`src/rtl/memcpy_arbiter_if.sv`:
```
// Request/engine signal bundle between the requesters, the arbiter and the copy engine.
interface memcpy_arbiter_if #(
  parameter int unsigned NUM_REQ = 4
);
  logic [NUM_REQ-1:0]       req;
  logic [NUM_REQ-1:0][63:0] req_src;
  logic [NUM_REQ-1:0][63:0] req_dst;
  logic [NUM_REQ-1:0][14:0] req_size;
  logic [NUM_REQ-1:0]       req_ack;
  logic [NUM_REQ-1:0]       req_done;
  logic                     req_err;
  logic                     busy;
  logic                     mc_en;
  logic [63:0]              mc_src;
  logic [63:0]              mc_dst;
  logic [14:0]              mc_size;
  logic                     mc_done;

  modport master (
    output req, req_src, req_dst, req_size, mc_done,
    input  req_ack, req_done, req_err, busy, mc_en, mc_src, mc_dst, mc_size
  );

  modport slave (
    input  req, req_src, req_dst, req_size, mc_done,
    output req_ack, req_done, req_err, busy, mc_en, mc_src, mc_dst, mc_size
  );
endinterface

```
`src/rtl/memcpy_arbiter.sv`:
```
// Round-robin arbiter granting NUM_REQ memcpy requesters access to one copy engine,
// with a BUSY watchdog that aborts transfers the engine never completes.
module memcpy_arbiter #(
  parameter int unsigned NUM_REQ = 4,
  parameter int unsigned TIMEOUT = 1024
) (
  input  logic            clk,
  input  logic            reset,
  memcpy_arbiter_if.slave bus
);
  localparam int unsigned       IW      = (NUM_REQ > 1) ? $clog2(NUM_REQ) : 1;
  localparam int unsigned       WW      = (TIMEOUT > 2) ? $clog2(TIMEOUT) : 1;
  localparam logic [NUM_REQ-1:0] ONE    = NUM_REQ'(1);
  localparam logic [WW-1:0]      WD_LAST = WW'(TIMEOUT - 1);

  typedef enum logic [1:0] {S_IDLE, S_ISSUE, S_BUSY, S_COMPLETE} state_t;

  state_t             r_state;
  state_t             w_state_nxt;
  logic [IW-1:0]      r_last;
  logic [IW-1:0]      r_owner;
  logic [IW-1:0]      w_win_idx;
  logic               w_win_vld;
  int unsigned        w_idx;
  logic [63:0]        r_src;
  logic [63:0]        r_dst;
  logic [14:0]        r_size;
  logic               r_err;
  logic               w_err_nxt;
  logic [WW-1:0]      r_wdog;
  logic [WW-1:0]      w_wdog_inc;
  logic [NUM_REQ-1:0] r_ack;
  logic [NUM_REQ-1:0] r_done;
  logic               r_req_err;
  logic               r_busy;
  logic               r_mc_en;
  logic [63:0]        r_mc_src;
  logic [63:0]        r_mc_dst;
  logic [14:0]        r_mc_size;

  // Search starts one past the last grant and wraps; first set bit wins.
  always_comb begin
    w_win_vld = 1'b0;
    w_win_idx = '0;
    w_idx     = 0;
    for (int unsigned i = 1; i <= NUM_REQ; i++) begin
      w_idx = 32'(r_last) + i;
      if (w_idx >= NUM_REQ) w_idx = w_idx - NUM_REQ;
      if (!w_win_vld && bus.req[IW'(w_idx)]) begin
        w_win_vld = 1'b1;
        w_win_idx = IW'(w_idx);
      end
    end
  end

  assign w_wdog_inc = r_wdog + WW'(1);

  always_comb begin
    w_state_nxt = r_state;
    w_err_nxt   = r_err;
    case (r_state)
      S_IDLE: begin
        if (w_win_vld) begin
          w_err_nxt   = 1'b0;
          w_state_nxt = (bus.req_size[w_win_idx] == '0) ? S_COMPLETE : S_ISSUE;
        end
      end
      S_ISSUE: w_state_nxt = S_BUSY;
      S_BUSY: begin
        // Engine completion takes priority over a watchdog expiry in the same cycle.
        if (bus.mc_done) begin
          w_state_nxt = S_COMPLETE;
          w_err_nxt   = 1'b0;
        end else if (w_wdog_inc == WD_LAST) begin
          w_state_nxt = S_COMPLETE;
          w_err_nxt   = 1'b1;
        end
      end
      S_COMPLETE: w_state_nxt = S_IDLE;
      default:    w_state_nxt = S_IDLE;
    endcase
  end

  always_ff @(posedge clk or negedge reset) begin
    if (!reset) r_state <= S_IDLE;
    else        r_state <= w_state_nxt;
  end

  always_ff @(posedge clk or negedge reset) begin
    if (!reset) begin
      r_last    <= IW'(NUM_REQ - 1);
      r_owner   <= '0;
      r_src     <= '0;
      r_dst     <= '0;
      r_size    <= '0;
      r_err     <= 1'b0;
      r_wdog    <= '0;
      r_ack     <= '0;
      r_done    <= '0;
      r_req_err <= 1'b0;
      r_busy    <= 1'b0;
      r_mc_en   <= 1'b0;
      r_mc_src  <= '0;
      r_mc_dst  <= '0;
      r_mc_size <= '0;
    end else begin
      r_ack     <= '0;
      r_done    <= '0;
      r_req_err <= 1'b0;
      r_mc_en   <= 1'b0;
      r_busy    <= (w_state_nxt != S_IDLE);
      r_err     <= w_err_nxt;
      case (r_state)
        S_IDLE: begin
          if (w_win_vld) begin
            r_owner <= w_win_idx;
            r_src   <= bus.req_src[w_win_idx];
            r_dst   <= bus.req_dst[w_win_idx];
            r_size  <= bus.req_size[w_win_idx];
            r_ack   <= ONE << w_win_idx;
          end
        end
        S_ISSUE: begin
          r_mc_en   <= 1'b1;
          r_mc_src  <= r_src;
          r_mc_dst  <= r_dst;
          r_mc_size <= r_size;
          r_wdog    <= '0;
        end
        S_BUSY: r_wdog <= w_wdog_inc;
        S_COMPLETE: begin
          r_done    <= ONE << r_owner;
          r_req_err <= r_err;
          r_last    <= r_owner;
        end
        default: ;
      endcase
    end
  end

  assign bus.req_ack  = r_ack;
  assign bus.req_done = r_done;
  assign bus.req_err  = r_req_err;
  assign bus.busy     = r_busy;
  assign bus.mc_en    = r_mc_en;
  assign bus.mc_src   = r_mc_src;
  assign bus.mc_dst   = r_mc_dst;
  assign bus.mc_size  = r_mc_size;
endmodule

```
`src/flat_wrapper.sv`:
```
// flat-port wrapper written by rule: the top's interface ports become plain ports
module memcpy_arbiter_flat 
#(
  parameter int unsigned NUM_REQ = 4,
  parameter int unsigned TIMEOUT = 1024
)
  (clk, reset, bus_req, bus_req_src, bus_req_dst, bus_req_size, bus_mc_done, bus_req_ack, bus_req_done, bus_req_err, bus_busy, bus_mc_en, bus_mc_src, bus_mc_dst, bus_mc_size);
  memcpy_arbiter_if #(.NUM_REQ(NUM_REQ)) bus_i ();
  input  logic clk;
  input  logic reset;
  input wire logic [$bits(bus_i.req)-1:0] bus_req;
  input wire logic [$bits(bus_i.req_src)-1:0] bus_req_src;
  input wire logic [$bits(bus_i.req_dst)-1:0] bus_req_dst;
  input wire logic [$bits(bus_i.req_size)-1:0] bus_req_size;
  input wire logic [$bits(bus_i.mc_done)-1:0] bus_mc_done;
  output wire logic [$bits(bus_i.req_ack)-1:0] bus_req_ack;
  output wire logic [$bits(bus_i.req_done)-1:0] bus_req_done;
  output wire logic [$bits(bus_i.req_err)-1:0] bus_req_err;
  output wire logic [$bits(bus_i.busy)-1:0] bus_busy;
  output wire logic [$bits(bus_i.mc_en)-1:0] bus_mc_en;
  output wire logic [$bits(bus_i.mc_src)-1:0] bus_mc_src;
  output wire logic [$bits(bus_i.mc_dst)-1:0] bus_mc_dst;
  output wire logic [$bits(bus_i.mc_size)-1:0] bus_mc_size;
  assign bus_i.req = bus_req;
  assign bus_i.req_src = bus_req_src;
  assign bus_i.req_dst = bus_req_dst;
  assign bus_i.req_size = bus_req_size;
  assign bus_i.mc_done = bus_mc_done;
  assign bus_req_ack = bus_i.req_ack;
  assign bus_req_done = bus_i.req_done;
  assign bus_req_err = bus_i.req_err;
  assign bus_busy = bus_i.busy;
  assign bus_mc_en = bus_i.mc_en;
  assign bus_mc_src = bus_i.mc_src;
  assign bus_mc_dst = bus_i.mc_dst;
  assign bus_mc_size = bus_i.mc_size;
  memcpy_arbiter #(.NUM_REQ(NUM_REQ), .TIMEOUT(TIMEOUT)) u_core (.clk(clk), .reset(reset), .bus(bus_i));
endmodule
```
`config.mk`:
```
export PLATFORM = sky130hd
export DESIGN_NAME = memcpy_arbiter_flat
export DESIGN_NICKNAME = d
export VERILOG_FILES = /design/src/rtl/memcpy_arbiter_if.sv /design/src/rtl/memcpy_arbiter.sv /design/src/flat_wrapper.sv
export SDC_FILE = /design/constraint.sdc
export NUM_CORES = 1
export LEC_CHECK = 0
export ABC_CLOCK_PERIOD_IN_PS = 4900
export CAP_MARGIN = 20
export CORE_AREA = 8 8 280 282
export CTS_CLUSTER_DIAMETER = 120
export DETAILED_ROUTE_END_ITERATION = 8
export DIE_AREA = 0 0 288 290
export HOLD_SLACK_MARGIN = 0.12
export PLACE_DENSITY = 0.51
export SETUP_SLACK_MARGIN = 0.05
export SLEW_MARGIN = 20
export SYNTH_ARGS = -nofsm -noshare
export SYNTH_HDL_FRONTEND = slang
export SYNTH_SLANG_ARGS = --single-unit
```
`constraint.sdc`:
```
create_clock -name clk -period 4.9 [get_ports clk]
set_input_delay 1.47 -clock clk [delete_from_list [all_inputs] [get_ports clk]]
set_output_delay 1.47 -clock clk [all_outputs]
set_load 0.02 [all_outputs]
```
======== Word level (Yosys, flattened, before mapping) ========
Cells that the tools add are included.
storage, ports and cells
  word-level logic and storage cells ...... 96
  memories kept ........................... 0
  input port bits ......................... 579
  bits in writable memories ............... 0
  register bits ........................... 314
  bits in latches ......................... 0
  ROM bits ................................ 0
operators by class
  $mul .................................... 0
  $lt $le $gt $ge ......................... 9
  equal/unequal tests ..................... 6
  $add $sub $neg .......................... 9
  reduce and logical (&&, ||, !) cells .... 13
  div/mod/pow operators ................... 0
  multiplexer cells ....................... 41
  bitwise operators ....................... 0
  shift-type cells ........................ 2
operators with widths
  operator               number
  $bmux 64 s2            2
  $mux 64                2
  $bmux 15 s2            1
  $mux 2                 12
  $pmux 10 s2            1
  $logic_not 15->1       1
  $lt 2x3->1 const B     5
  $mux 15                1
  $mux 1                 13
  $mux 4                 3
  $add 10x1->10 const B  1
  $eq 10x10->1 const B   1
  $ge 3x3->1 const B     3
  $bmux 1 s2             4
  $pmux 2 s4             1
  $shl 1x2->4 const A    2
  $sub 2x1->2 const B    4
  $add 2x2->3 const B    2
  $reduce_bool 2->1      3
  $add 2x3->4 const B    1
  $eq 2x2->1 const B     2
  $ge 4x3->1 const B     1
  $add 2x1->3 const B    1
  $logic_and 1x1->1      3
  8 further kinds        10

======== Longest topological paths before layout ========
  depth in word-level cells ............... 22
  gate-level depth with buffers ........... 10
  gate-level depth less buffers ........... 8

======== Least setup slack after synthesis ========
No wires, ideal clock.
  path type ............................... input -> register
  from .................................... input port bus_req[0]
  to ...................................... register u_core.r_state[1]
  data required time ...................... 4.834 ns
  slack ................................... 1.657 ns
  data arrival time ....................... 3.178 ns
  cell stages on the path ................. 9
  cell sequence ........................... o21ai_1 a21oi_2 or3_1 buf_2 buf_6 a211oi_1 o22ai_1 nor4_1 a31o_1
on the way
  cells in the longest elaborated chain, start to end .. 18
  elaborated cells between the ends (all ways) .. 28
  those cells by class .................... 21 x mux; 7 x reduce/logical
ends and longest elaborated chain
  element                          line                  source
  start: declaration               flat_wrapper.sv:11    input wire logic [$bits(bus_i.req)-1:0] bus_req;
  $bmux 1 s2                       memcpy_arbiter.sv:49  if (!w_win_vld && bus.req[IW'(w_idx)]) begin
  $mux 1 (not written as such)     memcpy_arbiter.sv:49
  $mux 1                           memcpy_arbiter.sv:49
  $logic_not 1->1                  memcpy_arbiter.sv:49
  $logic_and 1x1->1                memcpy_arbiter.sv:49
  $mux 1                           memcpy_arbiter.sv:49
  $logic_not 1->1                  memcpy_arbiter.sv:49
  $logic_and 1x1->1                memcpy_arbiter.sv:49
  (+3 left out)                    n/a
  $mux 2                           memcpy_arbiter.sv:49
  $bmux 15 s2                      memcpy_arbiter.sv:65  w_state_nxt = (bus.req_size[w_win_idx] == '0) ? S_COMPLETE : S_ISSUE;
  $mux 15 (not written as such)    memcpy_arbiter.sv:65
  $logic_not 15->1                 memcpy_arbiter.sv:65
  $mux 2                           memcpy_arbiter.sv:65
  $mux 2 (*)                       memcpy_arbiter.sv:63  if (w_win_vld) begin
  $pmux 2 s4 (*)                   memcpy_arbiter.sv:61  case (r_state)
  named net u_core.w_state_nxt[1]  memcpy_arbiter.sv:19  state_t w_state_nxt;
  end signal: assignment           memcpy_arbiter.sv:86  else r_state <= w_state_nxt;
  end: declaration                 memcpy_arbiter.sv:18  state_t r_state;
The timed path passes the listed nets; every way through them passes the cells marked *. The select of a mux whose other input is x is not followed.
A chain may end at the register's enable or synchronous reset.

======== Worst setup path in the final report ========
  from .................................... input port bus_req[1]
  to ...................................... register u_core.r_dst[13]
on the way
  cells in the longest elaborated chain, start to end .. 14
  elaborated cells between the ends (all ways) .. 25
  those cells by class .................... 18 x mux; 7 x reduce/logical
ends and longest elaborated chain
  element                        line                   source
  $bmux 1 s2                     memcpy_arbiter.sv:49
  $mux 1 (not written as such)   memcpy_arbiter.sv:49
  $mux 1                         memcpy_arbiter.sv:49
  $logic_not 1->1                memcpy_arbiter.sv:49
  $logic_and 1x1->1              memcpy_arbiter.sv:49
  $mux 1                         memcpy_arbiter.sv:49
  $logic_not 1->1                memcpy_arbiter.sv:49
  $logic_and 1x1->1              memcpy_arbiter.sv:49
  $mux 1                         memcpy_arbiter.sv:49
  $logic_not 1->1                memcpy_arbiter.sv:49
  $logic_and 1x1->1              memcpy_arbiter.sv:49
  $mux 2                         memcpy_arbiter.sv:49
  $bmux 64 s2                    memcpy_arbiter.sv:118  r_dst <= bus.req_dst[w_win_idx];
  $mux 64 (not written as such)  memcpy_arbiter.sv:118
  end signal: assignment         memcpy_arbiter.sv:118
  end: declaration               memcpy_arbiter.sv:26   logic [63:0] r_dst;
Several ways; a longest one is shown, not always the timed one. The select of a mux whose other input is x is not followed.

==> summary.txt <==
Clock network
  – Setup Buffers After CTS: 0
  – Sink Count: 314
  – CTS root buf: clkbuf_16
  – Htree depth: 2
  – Clock Latency Late Sink: 0.54 ns
  – CTS Buffer Depth: 3
  – CTS-repair resized insts: 0
  – CTS tree: done
  – Worst-path clk slew: 0.06 ns
  – CTS Hold Bufs: 0
  – Total CTS buffers: 39

Logic synthesis
  – Yosys cell types: 45
  – Mapped Nets: 2,565
  – Post-synthesis sequential area ratio: 0.485
  – Syn Std Cell Area: 16,200 um^2
  – Top cell type by total area after synthesis: dfrtp_1
  – FF+latch count, synth: 314
  – EDFF count, synth: 0
  – Syn_area_per_cell: 8.19 um^2
  – Mapped Cells: 1,980
  – Post-synth top area share: 0.482
  – Ys flop type: dfrtp_1
  – Synth cell count leaders: nand2_1 (826), dfrtp_1 (312), nand3_1 (258)
  – Yosys warns: 0
  – Most frequent cell after synthesis: nand2_1
  – Asr flop ratio synth: 1.00
  – Synth top area cells: dfrtp_1 (48%), nand2_1 (19%), mux2_2 (10%), nand3_1 (8.0%), o21ai_0 (4.3%)

Cells and area
  – Layout cells sized above 1: 0.0946
  – Final cell count without fillers: 3,648
  – Area grow syn2layout: 60.2%
  – Final Net Count: 3,220
  – Layout Utilization: 0.352
  – Post-layout instance area: 26,000 um^2

Setup path
  – WP data arrival: 4.25 ns
  – Worst path max stage delay: 0.56 ns
  – CP bufs+invs: 2
  – Critical path capture point type: flop
  – CP Launch Type: input pin
  – CP top delay family: simple AND/OR/NAND/NOR gates
  – Worst path required time: 5.34 ns
  – Crit-path most repeated cell: nand2_1
  – Critical-path top delay cell: clkdlybuf4s50_1
  – CP cell instances: clkdlybuf4s50_1 -> or2b_2 -> a21oi_2 -> or3_4 -> buf_12 -> nand2_1 -> nand3_1 -> nand2_1 -> o21ai_0
  – WS Path Type: in2reg
  – CP Max Fanout: 152

Power and ir drop
  – Cell Pwr Density: 590 nW/um^2
  – LEAKAGE: 11.3 nW
  – Peak VDD IR: 0.000296 V

Die
  – Initial core utilization: 0.220
  – Num rows: 100
  – Die Span X: 288 um
  – DIE HEIGHT: 290 um
  – Core area: 73,800 um^2
  – Die area: 83,500 um^2
  – I/O pin total: 733

GRT
  – Number of global-route vias before repair: 16,931
  – First-pass GRT wire length: 106,000 um
  – Total track usage: 0.163
  – GRT overflow: 0
  – Largest net degree at the start of global routing: 153
  – Initial antenna violation count: 16

Placed design
  – Cell Area, Placed: 24,600 um^2
  – Placed insts: 3,563
  – Detail Placement HPWL: 54,000 um
  – Final GP Congestion: 0.839
  – IO Port Bufs: 732

Timing
  – Final Critical Period: 3.81 ns
  – Worst rel slew slack: 0.343
  – Final hold slack: 0.474 ns
  – Slew of the pin with the lowest slew margin: 0.986 ns
  – Slew Viols, Final: 0
  – Final setup violation count: 0
  – Final Hold Viols: 0
  – Clock Skew: 0.0195 ns
  – Achievable frequency: 262 MHz
  – Part of the cycle the worst path needs: 0.778
  – RSZ-0062 raised after global routing: false
  – TNS Setup: 0 ns

Detailed routing
  – Vias: 16,269
  – DRT iter0 DRCs: 713
  – First-pass DRT Iterations: 5
  – Wire length per cell: 19.5 um
  – Post-route antenna net violation count: 0
  – Routed WL: 71,100 um
  – DR DRC count: 0
  – Vias/cell: 4.46

Flow run
  – Max cap viols: 0

Outcome
  – Outcome: finished, final reports clean

Hold path
  – Class of the worst hold path: reg2reg
-- kinds of logic after synthesis --
family,Yosys count,synth area share
simple gates,1137,0.289
mux,153,0.106
flops,314,0.485
buf+inv,157,0.0399
fa+ha+maj,6,0.00463
compound gates,210,0.0744
xor+xnor,3,0.00162
-- cell usage in the layout (no fill, tap or decap), types with 2 or more instances in the layout --
master and count:
nand2_1 825, clkdlybuf4s50_1 731, dfrtp_1 312, nand3_1 258, mux2_2 149, o21ai_0 138
clkbuf_16 41, nor3_1 22, buf_12 18, diode_2 16, a211oi_1 16, a21oi_1 15
o31ai_1 14, buf_4 12, nor2_1 10, clkbuf_1 10, inv_1 9, clkbuf_8 9
a22oi_1 8, o22ai_1 5, ha_1 5, clkinv_2 5, mux2i_1 4, and3_1 4
nand4_1 3, nor4_1 3, a22o_1 3, a21oi_2 2, and2_1 2, xnor2_1 2
bufinv_16 2, clkinvlp_4 2, dfstp_2 2
-- metrics by stage --
step / power, W / setup WS, ns
after global routing: 0.0165 / 0.993
after CTS: 0.0157 / 1.21
after floorplan: 0.00903 / 1.66
after global placement: 0.0125 / 0.689
after detailed placement: 0.0126 / 0.629
final: 0.0153 / 1.09
-- path summary, 6_finish.rpt --
path,from,to,slack [ns],depth (start not counted)
min in group asynchronous,reset,u_core.r_dst[42],0.95,1
worst max-delay path,bus_req[1],u_core.r_dst[13],1.09,9
max in group asynchronous,reset,u_core.bus.mc_src[59],3.02,2
worst min register to register,u_core.r_src[60],u_core.r_src[60],0.47,2
worst min-delay path,u_core.r_src[60],u_core.r_src[60],0.47,2
worst max register to register,u_core.r_last[0],u_core.r_dst[13],2.20,8
-- report_power, final --
group / total (W) / leakage [nW] / switching, W / internal [W]
clock: 0.00289 / 0.630 / 0.00112 / 0.00177
sequential: 0.00456 / 3.87 / 0.000686 / 0.00387
combinational: 0.00788 / 6.83 / 0.00442 / 0.00345
total: 0.0153 / 11.3 / 0.00623 / 0.00909
-- layout make-up --
cell class	instances	area, um^2
fill	7550	47900
sequential	314	7860
timing repair buffer	762	7780
multi-input combinational	1509	7750
tap	969	1210
clock buffer	60	1190
clock inverter	9	100
antenna	16	40.0
inverter	9	33.8
-- worst min-delay path, cell delays in order, from the launching register on --
cell     delay, ns
dfrtp_1       0.34
nand2_1       0.04
o21ai_0       0.06
-- layer usage --
metal	global-route usage	part of all wire
met1	0.181	0.38
met3	0.0398	0.065
met5	0	0.00018
met2	0.293	0.52
met4	0.0698	0.034
-- registers in the layout, indices dropped and copies added, names as in the netlist, 4 cells and up --
name	count
u_core.bus.req_ack	4
u_core.r_src	64
u_core.r_size	15
u_core.bus.mc_size	15
u_core.r_dst	64
u_core.bus.mc_src	64
u_core.r_wdog	10
u_core.bus.req_done	4
u_core.bus.mc_dst	64
Note: power is estimated with default switching activity, not from simulation.
